### src/rtl/seq_detect_param_if.sv
// Signal bundle between a serial source/consumer and the seq_detect_param detector.
interface seq_detect_param_if #(
  parameter int N     = 4,
  parameter int CNT_W = 8
);
  localparam int SW = $clog2(N);

  logic             en;
  logic             x;
  logic             clr;
  logic             y;
  logic             y_q;
  logic [SW-1:0]    state_o;
  logic [CNT_W-1:0] match_cnt;

  modport master (
    output en, x, clr,
    input  y, y_q, state_o, match_cnt
  );

  modport slave (
    input  en, x, clr,
    output y, y_q, state_o, match_cnt
  );
endinterface

### src/rtl/seq_detect_param.sv
// Parametrised Mealy serial-pattern detector with registered pulse and saturating match counter.
// The transition table is computed from PATTERN during elaboration.
module seq_detect_param #(
  parameter int             N       = 4,
  parameter logic [N-1:0]   PATTERN = 4'b1010,
  parameter bit             OVERLAP = 1'b1,
  parameter int             CNT_W   = 8
) (
  input  logic               clk,
  input  logic               rst,
  seq_detect_param_if.slave  sif
);

  localparam int SW  = $clog2(N);
  localparam int NST = 1 << SW;
  localparam logic [CNT_W-1:0] CNT_MAX = '1;

  // Next state from Sk on bit xb: longest suffix of (prefix_k, xb) that is a proper prefix of
  // PATTERN. A full match falls out of the same search as the longest proper border.
  function automatic int next_fn(input int k, input int xb);
    logic [31:0] c;
    int          best;
    bit          ok;
    c = 32'd0;
    for (int i = 0; i < N; i++) begin
      if (i < k) begin
        c[i] = PATTERN[N-1-i];
      end
    end
    c[k] = xb[0];
    best = 0;
    if ((k == N - 1) && (c[k] == PATTERN[0]) && !OVERLAP) begin
      return 0;
    end
    for (int l = 1; l < N; l++) begin
      if (l <= k + 1) begin
        ok = 1'b1;
        for (int j = 0; j < N; j++) begin
          if (j < l) begin
            if (c[k+1-l+j] != PATTERN[N-1-j]) begin
              ok = 1'b0;
            end
          end
        end
        if (ok) begin
          best = l;
        end
      end
    end
    return best;
  endfunction

  logic [SW-1:0]    ns0_tbl [NST];
  logic [SW-1:0]    ns1_tbl [NST];
  logic [NST-1:0]   valid_tbl;

  for (genvar k = 0; k < NST; k++) begin : g_tbl
    if (k < N) begin : g_real
      localparam int NS0 = next_fn(k, 0);
      localparam int NS1 = next_fn(k, 1);
      assign ns0_tbl[k]   = SW'(NS0);
      assign ns1_tbl[k]   = SW'(NS1);
      assign valid_tbl[k] = 1'b1;
    end else begin : g_unreach
      assign ns0_tbl[k]   = '0;
      assign ns1_tbl[k]   = '0;
      assign valid_tbl[k] = 1'b0;
    end
  end

  logic [SW-1:0]    state_q, state_d;
  logic             y_q_q, y_q_d;
  logic [CNT_W-1:0] cnt_q, cnt_d;
  logic             hit;

  // Mealy match, next state and counter update.
  always_comb begin
    hit     = sif.en & (state_q == SW'(N - 1)) & (sif.x == PATTERN[0]) & rst;
    state_d = state_q;
    y_q_d   = hit;
    cnt_d   = cnt_q;
    if (!valid_tbl[state_q]) begin
      state_d = '0;
    end else if (sif.en) begin
      state_d = sif.x ? ns1_tbl[state_q] : ns0_tbl[state_q];
    end else begin
      state_d = state_q;
    end
    // clr wins over a coincident match
    if (sif.clr) begin
      cnt_d = '0;
    end else if (hit && (cnt_q != CNT_MAX)) begin
      cnt_d = cnt_q + CNT_W'(1);
    end else begin
      cnt_d = cnt_q;
    end
  end

  // State, registered pulse and counter flops.
  always_ff @(posedge clk or negedge rst) begin
    if (!rst) begin
      state_q <= '0;
      y_q_q   <= 1'b0;
      cnt_q   <= '0;
    end else begin
      state_q <= state_d;
      y_q_q   <= y_q_d;
      cnt_q   <= cnt_d;
    end
  end

  assign sif.y         = hit;
  assign sif.y_q       = y_q_q;
  assign sif.state_o   = state_q;
  assign sif.match_cnt = cnt_q;

endmodule

### src/flat_wrapper.sv
// flat-port wrapper written by rule: the top's interface ports become plain ports
module seq_detect_param_flat 
#(
  parameter int             N       = 4,
  parameter logic [N-1:0]   PATTERN = 4'b1010,
  parameter bit             OVERLAP = 1'b1,
  parameter int             CNT_W   = 8
)
  (clk, rst, sif_en, sif_x, sif_clr, sif_y, sif_y_q, sif_state_o, sif_match_cnt);
  seq_detect_param_if #(.N(N), .CNT_W(CNT_W)) sif_i ();
  input  logic clk;
  input  logic rst;
  input wire logic [$bits(sif_i.en)-1:0] sif_en;
  input wire logic [$bits(sif_i.x)-1:0] sif_x;
  input wire logic [$bits(sif_i.clr)-1:0] sif_clr;
  output wire logic [$bits(sif_i.y)-1:0] sif_y;
  output wire logic [$bits(sif_i.y_q)-1:0] sif_y_q;
  output wire logic [$bits(sif_i.state_o)-1:0] sif_state_o;
  output wire logic [$bits(sif_i.match_cnt)-1:0] sif_match_cnt;
  assign sif_i.en = sif_en;
  assign sif_i.x = sif_x;
  assign sif_i.clr = sif_clr;
  assign sif_y = sif_i.y;
  assign sif_y_q = sif_i.y_q;
  assign sif_state_o = sif_i.state_o;
  assign sif_match_cnt = sif_i.match_cnt;
  seq_detect_param #(.N(N), .PATTERN(PATTERN), .OVERLAP(OVERLAP), .CNT_W(CNT_W)) u_core (.clk(clk), .rst(rst), .sif(sif_i));
endmodule
### config.mk
export PLATFORM = sky130hd
export DESIGN_NAME = seq_detect_param_flat
export DESIGN_NICKNAME = d
export VERILOG_FILES = /design/src/rtl/seq_detect_param_if.sv /design/src/rtl/seq_detect_param.sv /design/src/flat_wrapper.sv
export SDC_FILE = /design/constraint.sdc
export NUM_CORES = 1
export LEC_CHECK = 0
export ABC_AREA = 1
export CORE_MARGIN = 3
export CORE_UTILIZATION = 46
export CTS_CLUSTER_SIZE = 20
export DETAILED_ROUTE_END_ITERATION = 8
export PLACE_DENSITY_LB_ADDON = 0.1
export RECOVER_POWER = 50
export SYNTH_ARGS = -nofsm -noshare
export SYNTH_HDL_FRONTEND = slang
export SYNTH_SLANG_ARGS = --single-unit
### constraint.sdc
create_clock -name clk -period 1.4 [get_ports clk]
set_input_delay 0.14 -clock clk [delete_from_list [all_inputs] [get_ports clk]]
set_output_delay 0.14 -clock clk [all_outputs]
set_load 0.01 [all_outputs]
---- Yosys cells after proc, flatten, opt, wreduce, memory -nomap -nowiden ----
Cells that the tools add are included.
storage, ports and cells
  output and inout port bits .............. 12
  word-level logic and storage cells ...... 29
  register bits ........................... 11
cells by class
  magnitude comparators ................... 2
  add/subtract/negate cells ............... 1
  equality and inequality tests ........... 3
  reduce and logical (&&, ||, !) cells .... 2
  muxes and demuxes ....................... 13
  bitwise gates (word level) .............. 5
operator list
  cell                 number
  $mux 8               2
  $mux 2               7
  $add 8x1->8 const B  1
  $bmux 2 s2           2
  $ne 8x8->1 const B   1
  $and 1x1->1          3
  $ge 3x3->1 const B   1
  $lt 2x3->1 const B   1
  $not 2->3            1
  $bmux 1 s2           1
  $eq 2x2->1 const B   1
  $ne 2x2->1 const B   1
  $reduce_bool 2->1    1
  $logic_and 1x1->1    1
  $mux 1               1
  $not 1->1            1

---- Logic depth before layout (Yosys ltp) ----
  depth after elaboration ................. 7
  mapped depth ............................ 8
  depth with buffers taken out ............ 8

---- Worst setup path after synthesis ----
OpenSTA, ideal clock, no wires.
  path kind ............................... flip-flop to flip-flop
  start ................................... register u_core.cnt_q[0] (netlist: u_core.sif.match_cnt[0])
  end ..................................... register u_core.cnt_q[0] (netlist: u_core.sif.match_cnt[0])
  stages on the path, launching flop included .. 8
  clock period less this slack ............ 1.244 ns
  setup slack ............................. 0.156 ns
  buffers on the path ..................... 0
  required time ........................... 1.280 ns
  arrival time ............................ 1.124 ns
  path through ............................ dfrtp_1 ha_1 nand2_2 nor2_2 nand2_2 nand2_4 o21ai_0 nor2_1
between the ends
  cells in the longest elaborated chain, start to end .. 3
  elaborated cells between the ends (all ways) .. 6
  those cells by class .................... add/sub (1); eq/ne (1); mux (2); reduce/logical (2)
RTL lines
  item                                         RTL line                                        text
  start, declared                              seq_detect_param.sv:73                          logic [CNT_W-1:0] cnt_q, cnt_d;
  start signal, assigned                       seq_detect_param.sv:108                         cnt_q <= cnt_d;
  $add 8x1->8 or $ne 8x8->1 (tied branches)    seq_detect_param.sv:93, seq_detect_param.sv:92
  $mux 8 or $logic_and 1x1->1 (tied branches)  seq_detect_param.sv:92                          end else if (hit && (cnt_q != CNT_MAX)) begin
  $mux 8 or $reduce_bool 2->1 (tied branches)  n/a
Several ways; a longest one is shown, not always the timed one. The select of a mux whose other input is x is not followed.
A chain may end at the register's enable or synchronous reset.

---- Worst setup path after layout ----
  start ................................... register u_core.cnt_q[7] (netlist: u_core.sif.match_cnt[7])
  end ..................................... output sif_match_cnt[7]
RTL lines
  item           RTL line            text
  end, declared  flat_wrapper.sv:19  output wire logic [$bits(sif_i.match_cnt)-1:0] sif_match_cnt;
No word-level cell between the ends.

==> summary.md <==
| Metric | Value |
|---|---|
| Outcome | finished clean |
| Worst Max-Slew Pin Slew | roughly 0.20 ns |
| Drt via density | 5.19 |
| Core box area | 1220 sq um |
| Min Hold Slack | ~0.29 ns |
| CP Class | register to output pin |
| Min Tclk post-route | roughly 1.4 ns |
| Die Wd | 43.6 microns |
| Synth Area in Adders | 1.93% |
| Antenna-violating nets left | 0 |
| Cell family with most CP delay | buffers and inverters |
| Worst Path Arrival | about 1.2 ns |
| Rows | 12 |
| Register area share after synthesis | roughly 42% |
| Vias in the first global route | 642 |
| Area of the die | between 1500 and 2000 sq um |
| Maximum vdd drop | 0.000641 V |
| Final setup vio count | 0 |
| Startpoint types | register |
| Dpl cells | 122 |
| Io pins | 17 |
| Share of layout cells above drive strength 1 | 22.3% |
| R2r worst-path depth | 8 |
| HP Class | input pin to asynchronous set/reset pin |
| WL/cell | 12.2 microns |
| CTS tree | built |
| RSZ-0062 raised after global routing | false |
| Root cell of the clock tree | clkbuf_4 |
| Nets | ~130 |
| Area growth syn-to-layout | 45.7% |
| WP data required | 1.26 ns |
| Placed cell areas | 865 sq um |
| Relative slew slack | 86.4% |
| Post-synthesis mux area share | 0% |
| DRC Markers | 0 |
| Worst Setup End Kind | output pin |
| Post-cts hold buffer count | 0 |
| Stages on worst setup path | 1 |
| First-pass GRT wire length | 2760 microns |
| Final hold violation count | 0 |
| DR pass1 iterations | 4 |
| Cts bufs inserted | 3 |
| Max cap viols | 0 |
| Leak | between 0.4 and 0.5 nW |
| Final Power | 672 uW |
| Clock transition at the registers of the reported paths | 0.07 ns |
| XOR/XNOR share of the synthesized area | 0% |
| Max Slew Vio Count | 0 |
| Largest family of logic cells by synthesized area | simple AND/OR/NAND/NOR gates |
| Post-Synthesis Cells | 87 |
| Post-Layout Cell Count | 135 |
| Simple-Gate Fraction of Synth Area | 39.3% |
| Max Fclk | 738 MHz |
| Final worst path period share | a little over nine tenths |
| CTS max path bufs | 2 |
| Synth warnings | 0 |
| Syn Nets | 93 |
| Htree depth | 1 |
| Drt total wl | 1650 microns |
| CP peak stage delay | 0.55 ns |
| Total GRT Usage | 19.4% |
| Util after Layout | 77.8% |
| DR vias | 700 |
| Post-synth cell types | 18 |
| Crit path max fanout | 4 |
| Syn avg cell area | between 7 and 8 sq um |
| Initial detailed-routing violation count | 26 |
| Dpl hpwl | 1130 microns |
| PortBufs | 16 |
| Synth Area in Compound Gates | 9.44% |
| Crit path cell chain | clkdlybuf4s50_1 |
| Post-layout instance area | 946 sq um |
| Worst clock skew | 0.00396 ns |
| Setup TNS | 0 ns |
| Latest clock arrival within the worst-skew pair | 0.27 ns |
| Die H | 43.6 microns |
| Pwr Density | ~710 nW/um^2 |
| Antenna fix cells | 0 |
| Final GP Congestion | 0.835 |
| Gr ovfl total | 0 |
| Setup ws final | 0.0442 ns |
| Max stage delay cell, worst path | clkdlybuf4s50_1 |
| Pin count of the biggest net entering global routing | 13 |
| Pre-CTS setup slack | -0.115 ns |
| Fill cells | 89 |
| Clock tree sinks | 11 |
| Mapped cell area | between 600 and 700 sq um |
| #FFs+latches synth | 11 |
| Worst path buffer plus inverter count | 1 |
| Initial Utilization | between 50% and 60% |
| Initial antenna violation count | 0 |
-- final cells by class --
type,instances,area [sq um],area share [%]
clock buffer,4,26.3,2.78
inverter,12,45.0,4.76
multi-input combinational,64,329,34.8
sequential,11,275,29.1
tap,14,17.5,1.85
timing repair buffer,30,253,26.7
-- layer usage --
metal  global-route usage, %  part of all wire, %
met3                    5.81                  5.2
met1                    25.4                   46
met4                    6.63                  1.5
met2                    30.2                   47
met5                       0                    0
-- registers in the layout, summed over array words and instances, names as in the netlist --
signal	cells
u_core.sif.match_cnt	8
u_core.sif.state_o	2
u_core.sif.y_q	1
-- cells in the mapped netlist (all sizes together) --
master / number / area, sq um
nor2: 15 / 71.3
nand2: 21 / 98.8
o21ai: 6 / 30.0
nand3: 15 / 80.1
o21bai: 1 / 7.51
ha: 1 / 12.5
a21oi: 4 / 23.8
nor3: 1 / 5.00
dfrtp: 11 / 275
inv: 12 / 45.1
-- kinds of logic (layout without fill, tap and decap cells) --
family	Yosys count	count (layout)
AOI/OAI and AO/OA	11	11
adders and majority gates	1	1
buffers and inverters	12	46
DFF	11	11
and+or+nand+nor	52	52
-- cell usage in the layout, fill, tap and decap left out, drive strengths merged --
| cell type | netlist | layout |
|---|---|---|
| nand2 | 21 | 21 |
| nand3 | 15 | 15 |
| nor2 | 15 | 15 |
| buf | 0 | 12 |
| inv | 12 | 12 |
| dfrtp | 11 | 11 |
| clkdlybuf4s50 | 0 | 9 |
| o21ai | 6 | 6 |
| clkbuf | 0 | 6 |
| dlygate4sd2 | 0 | 4 |
| a21oi | 4 | 4 |
| dlygate4sd3 | 0 | 2 |
| nor3 | 1 | 1 |
| o21bai | 1 | 1 |
| ha | 1 | 1 |
| clkdlybuf4s25 | 0 | 1 |
-- worst reg2reg max path: stages (launching register included) --
cell and delay (ns):
dfrtp_1 0.39, ha_1 0.20, nand2_2 0.09, nor2_2 0.09, nand2_2 0.09, nand2_4 0.12
nand2_4 0.08, nand2_1 0.08, o21ai_1 0.05
-- report_power, final --
part	switching [mW]	internal, mW	total (mW)
clock network	0.109	0.110	0.219
registers	0.00679	0.329	0.335
logic	0.0628	0.0541	0.117
total	0.179	0.493	0.672
-- repair_timing --
item | 4_1_cts | 5_1_grt
buffers inserted | 5 | 4
gates resized for setup | 4 | 2
pin swaps | 0 | 0
endpoints found under the setup margin | 5 | 4
-- final timing paths --
check / slack [ns] / end / start
worst max register to register: 0.11 / u_core.sif.match_cnt[4] / u_core.sif.match_cnt[1]
min in group clk: 0.57 / u_core.sif.match_cnt[1] / u_core.sif.match_cnt[1]
worst min register to register: 0.57 / u_core.sif.match_cnt[1] / u_core.sif.match_cnt[1]
worst max-delay path: 0.04 / sif_match_cnt[7] / u_core.sif.match_cnt[7]
max in group asynchronous: 0.96 / u_core.sif.match_cnt[1] / rst
worst min-delay path: 0.29 / u_core.sif.y_q / rst
Note: power is estimated with default switching activity, not from simulation.
